<file path="src/rtl/l1_dcache_req_ctrl.sv">
// L1 data-cache request controller. It sequences one buffered load/store op
// through translation, dcache issue, nack replay and response alignment.
module l1_dcache_req_ctrl #(
    parameter int MAX_REPLAY = 4
) (
    input  logic        clk,
    input  logic        rst,
    input  logic        is_load_i,
    input  logic        is_store_i,
    input  logic [1:0]  op_bits_type_i,
    input  logic        unsigned_i,
    input  logic [2:0]  addr_lo_i,
    input  logic        dtlb_hit_i,
    input  logic        kill_i,
    input  logic        dcache_req_ready_i,
    input  logic        dcache_resp_valid_i,
    input  logic [63:0] dcache_resp_data_i,
    input  logic        dcache_nack_i,
    output logic        translation_req_o,
    output logic        trns_ena_o,
    output logic        str_rdy_o,
    output logic        mem_req_valid_o,
    output logic [63:0] ld_data_o,
    output logic        done_o,
    output logic        error_o,
    output logic        busy_o
);

    typedef enum logic [2:0] {IDLE, TRANS, REQ, WAIT, DONE} state_t;

    localparam logic [2:0] MAX_CNT = 3'(MAX_REPLAY);

    state_t      state_q, state_d;
    logic [1:0]  size_q, size_d;
    logic        uns_q, uns_d;
    logic [2:0]  addr_q, addr_d;
    logic        is_ld_q, is_ld_d;
    logic [2:0]  cnt_q, cnt_d;
    logic        abort_q, abort_d;
    logic        drop_q, drop_d;
    logic        err_q, err_d;
    logic [63:0] ld_data_q, ld_data_d;
    logic [63:0] shifted, aligned;

    // Bytes shifted in from above bit 63 are zero, so misaligned ops read zeros.
    assign shifted = dcache_resp_data_i >> {addr_q, 3'b000};

    always_comb begin
        aligned = '0;
        case (size_q)
            2'b00:   aligned = uns_q ? {56'b0, shifted[7:0]}  : {{56{shifted[7]}},  shifted[7:0]};
            2'b01:   aligned = uns_q ? {48'b0, shifted[15:0]} : {{48{shifted[15]}}, shifted[15:0]};
            2'b10:   aligned = uns_q ? {32'b0, shifted[31:0]} : {{32{shifted[31]}}, shifted[31:0]};
            default: aligned = shifted;
        endcase
    end

    always_comb begin
        state_d   = state_q;
        size_d    = size_q;
        uns_d     = uns_q;
        addr_d    = addr_q;
        is_ld_d   = is_ld_q;
        cnt_d     = cnt_q;
        abort_d   = abort_q;
        drop_d    = drop_q;
        err_d     = 1'b0;
        ld_data_d = ld_data_q;

        // A stale response from a killed load is swallowed in whatever state we are in.
        if (drop_q && (dcache_resp_valid_i || dcache_nack_i))
            drop_d = 1'b0;

        case (state_q)
            IDLE: begin
                if (!kill_i) begin
                    if (is_load_i ^ is_store_i) begin
                        size_d  = op_bits_type_i;
                        uns_d   = unsigned_i;
                        addr_d  = addr_lo_i;
                        is_ld_d = is_load_i;
                        cnt_d   = '0;
                        abort_d = 1'b0;
                        state_d = TRANS;
                    end else if (is_load_i && is_store_i) begin
                        err_d = 1'b1;
                    end
                end
            end
            TRANS: begin
                if (kill_i)          state_d = IDLE;
                else if (dtlb_hit_i) state_d = REQ;
            end
            REQ: begin
                if (kill_i)                  state_d = IDLE;
                else if (dcache_req_ready_i) state_d = is_ld_q ? WAIT : DONE;
            end
            WAIT: begin
                if (kill_i) begin
                    state_d = IDLE;
                    drop_d  = 1'b1;
                end else if (!drop_q) begin
                    // Nack wins over a simultaneous response.
                    if (dcache_nack_i) begin
                        if (cnt_q < MAX_CNT) begin
                            cnt_d   = cnt_q + 3'd1;
                            state_d = REQ;
                        end else begin
                            abort_d = 1'b1;
                            state_d = DONE;
                        end
                    end else if (dcache_resp_valid_i) begin
                        ld_data_d = aligned;
                        state_d   = DONE;
                    end
                end
            end
            DONE: begin
                abort_d = 1'b0;
                state_d = IDLE;
            end
            default: state_d = IDLE;
        endcase
    end

    always_ff @(posedge clk or negedge rst) begin
        if (!rst) begin
            state_q   <= IDLE;
            size_q    <= '0;
            uns_q     <= 1'b0;
            addr_q    <= '0;
            is_ld_q   <= 1'b0;
            cnt_q     <= '0;
            abort_q   <= 1'b0;
            drop_q    <= 1'b0;
            err_q     <= 1'b0;
            ld_data_q <= '0;
        end else begin
            state_q   <= state_d;
            size_q    <= size_d;
            uns_q     <= uns_d;
            addr_q    <= addr_d;
            is_ld_q   <= is_ld_d;
            cnt_q     <= cnt_d;
            abort_q   <= abort_d;
            drop_q    <= drop_d;
            err_q     <= err_d;
            ld_data_q <= ld_data_d;
        end
    end

    assign translation_req_o = (state_q == TRANS);
    assign trns_ena_o        = (state_q == TRANS);
    assign str_rdy_o         = (state_q == REQ) || (state_q == WAIT) || (state_q == DONE);
    assign mem_req_valid_o   = (state_q == REQ);
    assign busy_o            = (state_q != IDLE);
    assign done_o            = (state_q == DONE) && !abort_q;
    assign error_o           = ((state_q == DONE) && abort_q) || err_q;
    assign ld_data_o         = ld_data_q;

endmodule

</file>
<file path="config.mk">
export PLATFORM = sky130hd
export DESIGN_NAME = l1_dcache_req_ctrl
export DESIGN_NICKNAME = d
export VERILOG_FILES = /design/src/rtl/l1_dcache_req_ctrl.sv
export SDC_FILE = /design/constraint.sdc
export NUM_CORES = 1
export LEC_CHECK = 0
export ABC_AREA = 1
export BUFFER_PORTS_ARGS = -buffer_cell sky130_fd_sc_hd__buf_2
export CAP_MARGIN = 25
export CORE_UTILIZATION = 45
export DETAILED_ROUTE_END_ITERATION = 12
export PLACE_DENSITY = 0.69
export SLEW_MARGIN = 0
export SYNTH_ARGS = -nofsm -noshare
export SYNTH_HDL_FRONTEND = slang
export SYNTH_SLANG_ARGS = --single-unit
export TNS_END_PERCENT = 1
</file>
<file path="constraint.sdc">
create_clock -name clk -period 2.05 [get_ports clk]
set_input_delay 0.205 -clock clk [delete_from_list [all_inputs] [get_ports clk]]
set_output_delay 0.205 -clock clk [all_outputs]
set_load 0.01 [all_outputs]
</file>
Word level (Yosys, flattened, before mapping)
Index checks and enable logic that the tools add are counted.
{"block": "classes", "add_sub_neg": 1, "magnitude_cmp": 1, "eq_ne": 17, "n_shift": 1, "muxes": 38, "bitwise": 4, "n_reduce_logical": 19}
{"op": "2-to-1 mux 64 bit", "count": 3}
{"op": "one-hot mux 64 bit (3 select lines)", "count": 1}
{"op": ">> shifter 64 x 6 -> 64 bit", "count": 1}
{"op": "2-to-1 mux 3 bit", "count": 18}
{"op": "inequality test 2 bit, second input constant", "count": 7}
{"op": "AND reduction 7 bit", "count": 2}
{"op": "2-to-1 mux 1 bit", "count": 13}
{"op": "one-hot mux 3 bit (4 select lines)", "count": 1}
{"op": "inequality test 3 bit, second input constant", "count": 3}
{"op": "equality test 3 x 2 -> 1 bit, second input constant", "count": 2}
{"op": "one-hot mux 3 bit (2 select lines)", "count": 1}
{"op": "AND reduction 6 bit", "count": 1}
{"op": "nonzero test 3 bit", "count": 2}
{"op": "AND reduction 5 bit", "count": 1}
{"op": "logical AND 1 bit", "count": 4}
{"op": "logical OR 1 bit", "count": 4}
{"op": "inequality test 4 bit, second input constant", "count": 1}
{"op": "adder 3 x 1 -> 3 bit, second input constant", "count": 1}
{"op": "equality test 3 x 1 -> 1 bit, second input constant", "count": 1}
{"op": "equality test 3 bit, second input constant", "count": 1}
{"op": "zero test 3 bit", "count": 1}
{"op": "< comparator 3 bit, second input constant", "count": 1}
{"op": "NOT 1 bit", "count": 3}
{"op": "one-hot mux 1 bit (3 select lines)", "count": 1}
{"op": "7 further kinds", "count": 7}
{"block": "totals", "register_bits": 80, "inputBits": 79, "word_cells": 91}

Logic depth before layout (Yosys ltp)
{"block": "logic_depth", "ltp_word": 6, "depth_mapped": 12, "depth_no_buf": 10}

Least setup slack after synthesis
No wires, ideal clock.
{"block": "synth_path", "path_kind": "reg2reg", "startpoint": "register addr_q[0]", "endpoint": "register ld_data_q[23], in the netlist ld_data_o[23]", "setup_ns": 0.117, "t_arrival_ns": 1.296, "required_time_ns": 1.933, "path_slack_ns": 0.637, "path_stages_with_launch": 11, "synth_period_minus_slack_ns": 1.413, "path_cell_list": "dfrtp_1 buf_4 nand2_1 nand3_1 nand3_1 nand2_1 nand2_2 nand2_1 buf_6 nor2_1 nor2_1"}
{"block": "synth_between", "elab_chain_cells": 3, "elab_cells_between_ends": 5}
{"element": "start: declaration", "line": "36", "text": "logic [2:0] addr_q, addr_d;"}
{"element": "start signal: assignment", "line": "142", "text": "addr_q <= addr_d;"}
{"element": ">> shifter 64 x 6 -> 64 bit (*)", "line": "46", "text": "assign shifted = dcache_resp_data_i >> {addr_q, 3'b000};"}
{"element": "2-to-1 mux 64 bit (on tied branches)", "line": "53, 51, 52"}
{"element": "one-hot mux 64 bit (3 select lines) (*)", "line": "50", "text": "case (size_q)"}
{"element": "end signal: assignment", "line": "148", "text": "ld_data_q <= ld_data_d;"}
{"element": "end: declaration", "line": "42", "text": "logic [63:0] ld_data_q, ld_data_d;"}
Every way passes the cells marked *; elsewhere a longest branch is shown, timed or not.
A chain may end at the register's enable or synchronous reset.

Final worst setup path
{"block": "layout_path", "startpoint": "register addr_q[1]", "endpoint": "register ld_data_q[34], in the netlist ld_data_o[34]"}
The elaborated chain is that of the path after synthesis.

==> impl_metrics.py <==
metrics = {
    "critical_path": {
        "worstSetupPathType": "flop to flop",
        "worst-path-max-fanout": 32,
        "crit_path_top_delay_cell": "dfrtp_1",
        "cp-end-kind": "flop",
        "crit_path_max_incr_delay_ps": 400,
        "crit_required_ps": 2280,
        "crit_path_start_kind": "flop",
        "path_cells": "inv_2, nand3_1, nand3_1, nand2_1, nand2_2, nand3_4, nor2_1, nor2_1",
        "critPathBufInv": 1,
        "path_delay_family": "simple AND/OR/NAND/NOR gates",
        "arrival_ps": 2040,
    },
    "timing": {
        "slew_headroom": 0.584,
        "hold_violations": 0,
        "slew_viol_final": 0,
        "setup_viol": 0,
        "rsz0062_at_grt": "false",
        "fin_crit_sh": 0.882,
        "min_period_ps": 1810,
        "fin_setup_tns_ps": 0,
        "fin_skew_ps": 9.27,
        "fin_hold_ws_ps": 61.5,
        "fmax_ghz": 0.553,
        "tightest_slew_ps": 623,
    },
    "routing": {
        "dr.pass1.iters": 5,
        "routed_wl_um": 16300,
        "route.detailed.drc": 0,
        "drt_first_iter_violations": 415,
        "avgViaCountPerCell": 5.29,
        "vias": 5770,
        "avgRoutedWirePerCell_um": 14.9,
        "drtAntennaViolNets": 0,
    },
    "die": {
        "io_pins": 150,
        "fp.coreArea_um2": 11400,
        "dieArea_um2": 12200,
        "fp.dieH_um": 110,
        "die_x_um": 110,
        "start_util": 0.463,
        "num_rows": 39,
    },
    "final_layout": {
        "area_growth_pct": 21.8,
        "multiInputGateArea_um2": 2850,
        "n_fill_cell": 1192,
        "final_cell_count_no_fill": 1091,
        "nets": 1024,
        "final_layout_size_suffix_gt1_frac": 0.212,
        "antennaDiodeCount": 0,
        "seq_area_um2": 2000,
    },
    "synthesis": {
        "netlist.area_leader.share": 0.378,
        "syn_avg_cell_area_um2": 6.48,
        "ys_ff_latch": 80,
        "synth-edff-count": 0,
        "ys_async_sr_fraction": 1.00,
        "synth_common_cells": "nand2_1, nor2_1, nand3_1",
        "synthCells": 817,
        "yosys_warnings": 0,
        "synth.most_common_cell": "nand2_1",
        "netlist_area_um2": 5290,
        "dominantRegCellSynth": "dfrtp_1",
        "yosys.area.top_type": "dfrtp_1",
        "synth-seq-area-share": 0.378,
        "synth_cell_types": 32,
        "ys_top_cells_by_area": "dfrtp_1, nand2_1, nor2_1, nand3_1, o21ai_0",
        "syn_nets": 898,
    },
    "power_and_ir_drop": {
        "power_frac_comb": 0.570,
        "p_int_w": 0.00539,
        "clockPowerShare": 0.160,
        "switching_power_w": 0.00489,
        "ir_drop_v": 0.00109,
        "power_w": 0.0103,
        "p_sw_frac": 0.476,
        "leakage_nw": 3.34,
        "p_per_area_nw_per_um2": 1600,
        "p_seq_frac": 0.269,
    },
    "place": {
        "io_buffers": 149,
        "gp_congestion": 0.887,
        "dp.cells": 1074,
        "hpwl_um": 12000,
    },
    "clock_network": {
        "cts.htree.levels": 3,
        "cts_setup_buffers": 0,
        "clk_pin_slew_ps": 60,
        "cts_buffer_depth": 2,
        "cts_tree": "yes",
        "cts_buffers": 9,
        "cts.sinks": 80,
        "cts_root_buf": "clkbuf_16",
        "clk_latency_ps": 350,
    },
    "grt": {
        "grt_usage": 0.279,
        "antenna_found_initial": 0,
        "grt_max_degree": 66,
        "grt_pass1_wl_um": 27100,
        "first_global_vias": 5403,
        "grt_overflow": 0,
    },
    "flow_run": {
        "cap_viol_max_count": 0,
    },
    "status": {
        "status": "finished clean",
    },
    "worst_hold_path": {
        "hold_class": "input pin to flop",
    },
}
[layout by cell type (no fill, tap or decap)]
cell type | synthesis | final
a21oi_1 | 28 | 28
a21oi_2 | 1 | 1
a31oi_1 | 5 | 5
buf_12 | 0 | 7
buf_2 | 20 | 148
buf_4 | 13 | 14
bufinv_16 | 0 | 1
clkbuf_16 | 0 | 9
clkbuf_8 | 0 | 2
clkinv_2 | 0 | 3
dfrtp_1 | 80 | 80
dlygate4sd3_1 | 0 | 1
ha_1 | 2 | 2
inv_1 | 24 | 24
inv_2 | 5 | 5
inv_6 | 0 | 1
nand2_1 | 248 | 248
nand2_2 | 2 | 2
nand3_1 | 103 | 103
nand3_2 | 2 | 2
nand3_4 | 1 | 1
nand4_1 | 1 | 1
nor2_1 | 160 | 160
nor2_4 | 1 | 2
nor3_1 | 5 | 5
nor3_2 | 1 | 1
o211ai_1 | 3 | 3
o21a_1 | 1 | 1
o21ai_0 | 72 | 72
o21ai_1 | 7 | 7
o21bai_1 | 1 | 1
o31ai_1 | 1 | 1
or2_1 | 4 | 4
or2_2 | 2 | 2
xor2_1 | 1 | 1
[registers in the layout, indices dropped and copies added (netlist names)]
| register | count |
|---|---|
| cnt_q | 3 |
| abort_q | 1 |
| err_q | 1 |
| state_q | 3 |
| addr_q | 3 |
| is_ld_q | 1 |
| size_q | 2 |
| ld_data_o | 64 |
| uns_q | 1 |
| drop_q | 1 |
[cell families (layout without fill, tap and decap cells)]
family / after synthesis / after routing / synth area share
xor gates and xnor gates: 1 / 1 / 0.00166
AOI/OAI and AO/OA: 119 / 119 / 0.117
DFF: 80 / 80 / 0.378
and+or+nand+nor: 531 / 531 / 0.415
buffers and inverters: 84 / 215 / 0.0835
adders and majority gates: 2 / 2 / 0.00473
[layer usage]
metal	global-route usage	part of all wire	vias to the layer above
li1	-	-	2895
met1	0.366	0.44	2667
met2	0.455	0.48	182
met3	0.0565	0.052	26
met4	0.0987	0.022	0
met5	0	0	-
[per-stage QoR]
stage	worst slack (ps)	util	area (um2)
6_report	243	0.564	6440
5_1_grt	59.1	0.564	6440
4_1_cts	256	0.564	6440
3_5_place_dp	277	0.537	6130
3_3_place_gp	282	0.537	6130
2_1_floorplan	637	-	5290
[timing repair]
item                                    CTS  global route
endpoints found under the setup margin    0             0
hold endpoints to repair                 40             0
hold buffers                              1             0
resized for setup                         0             0
[final timing paths]
path                                    start             to  slack [ps]  cells past startpoint
worst min register to register   ld_data_o[1]   ld_data_o[1]         480                      2
min in group asynchronous                 rst  ld_data_o[34]         410                      2
worst max-delay path                addr_q[1]  ld_data_o[34]         240                      8
worst min-delay path            dcache_nack_i         drop_q          60                      2
worst max register to register      addr_q[1]  ld_data_o[34]         240                      8
max in group asynchronous                 rst  ld_data_o[14]         980                      3
[area by class of cell]
type / instances / share of cell area
multi-input cells: 653 / 0.443
clock inverters: 5 / 0.00835
flip-flops and latches: 80 / 0.311
clock buffers: 11 / 0.0392
well taps: 143 / 0.0278
repair buffers: 170 / 0.155
inverters: 29 / 0.0169
[power groups by stage]
stage / clock network (W) / registers, W / logic, W
finish: 0.00165 / 0.00277 / 0.00586
global route: 0.00176 / 0.00286 / 0.00657
CTS: 0.00169 / 0.00278 / 0.00585
detailed placement: 0 / 0.00280 / 0.00582
global placement: 0 / 0.00279 / 0.00577
floorplan: 0 / 0.00300 / 0.00388
Power figures use the tool's default switching activity.
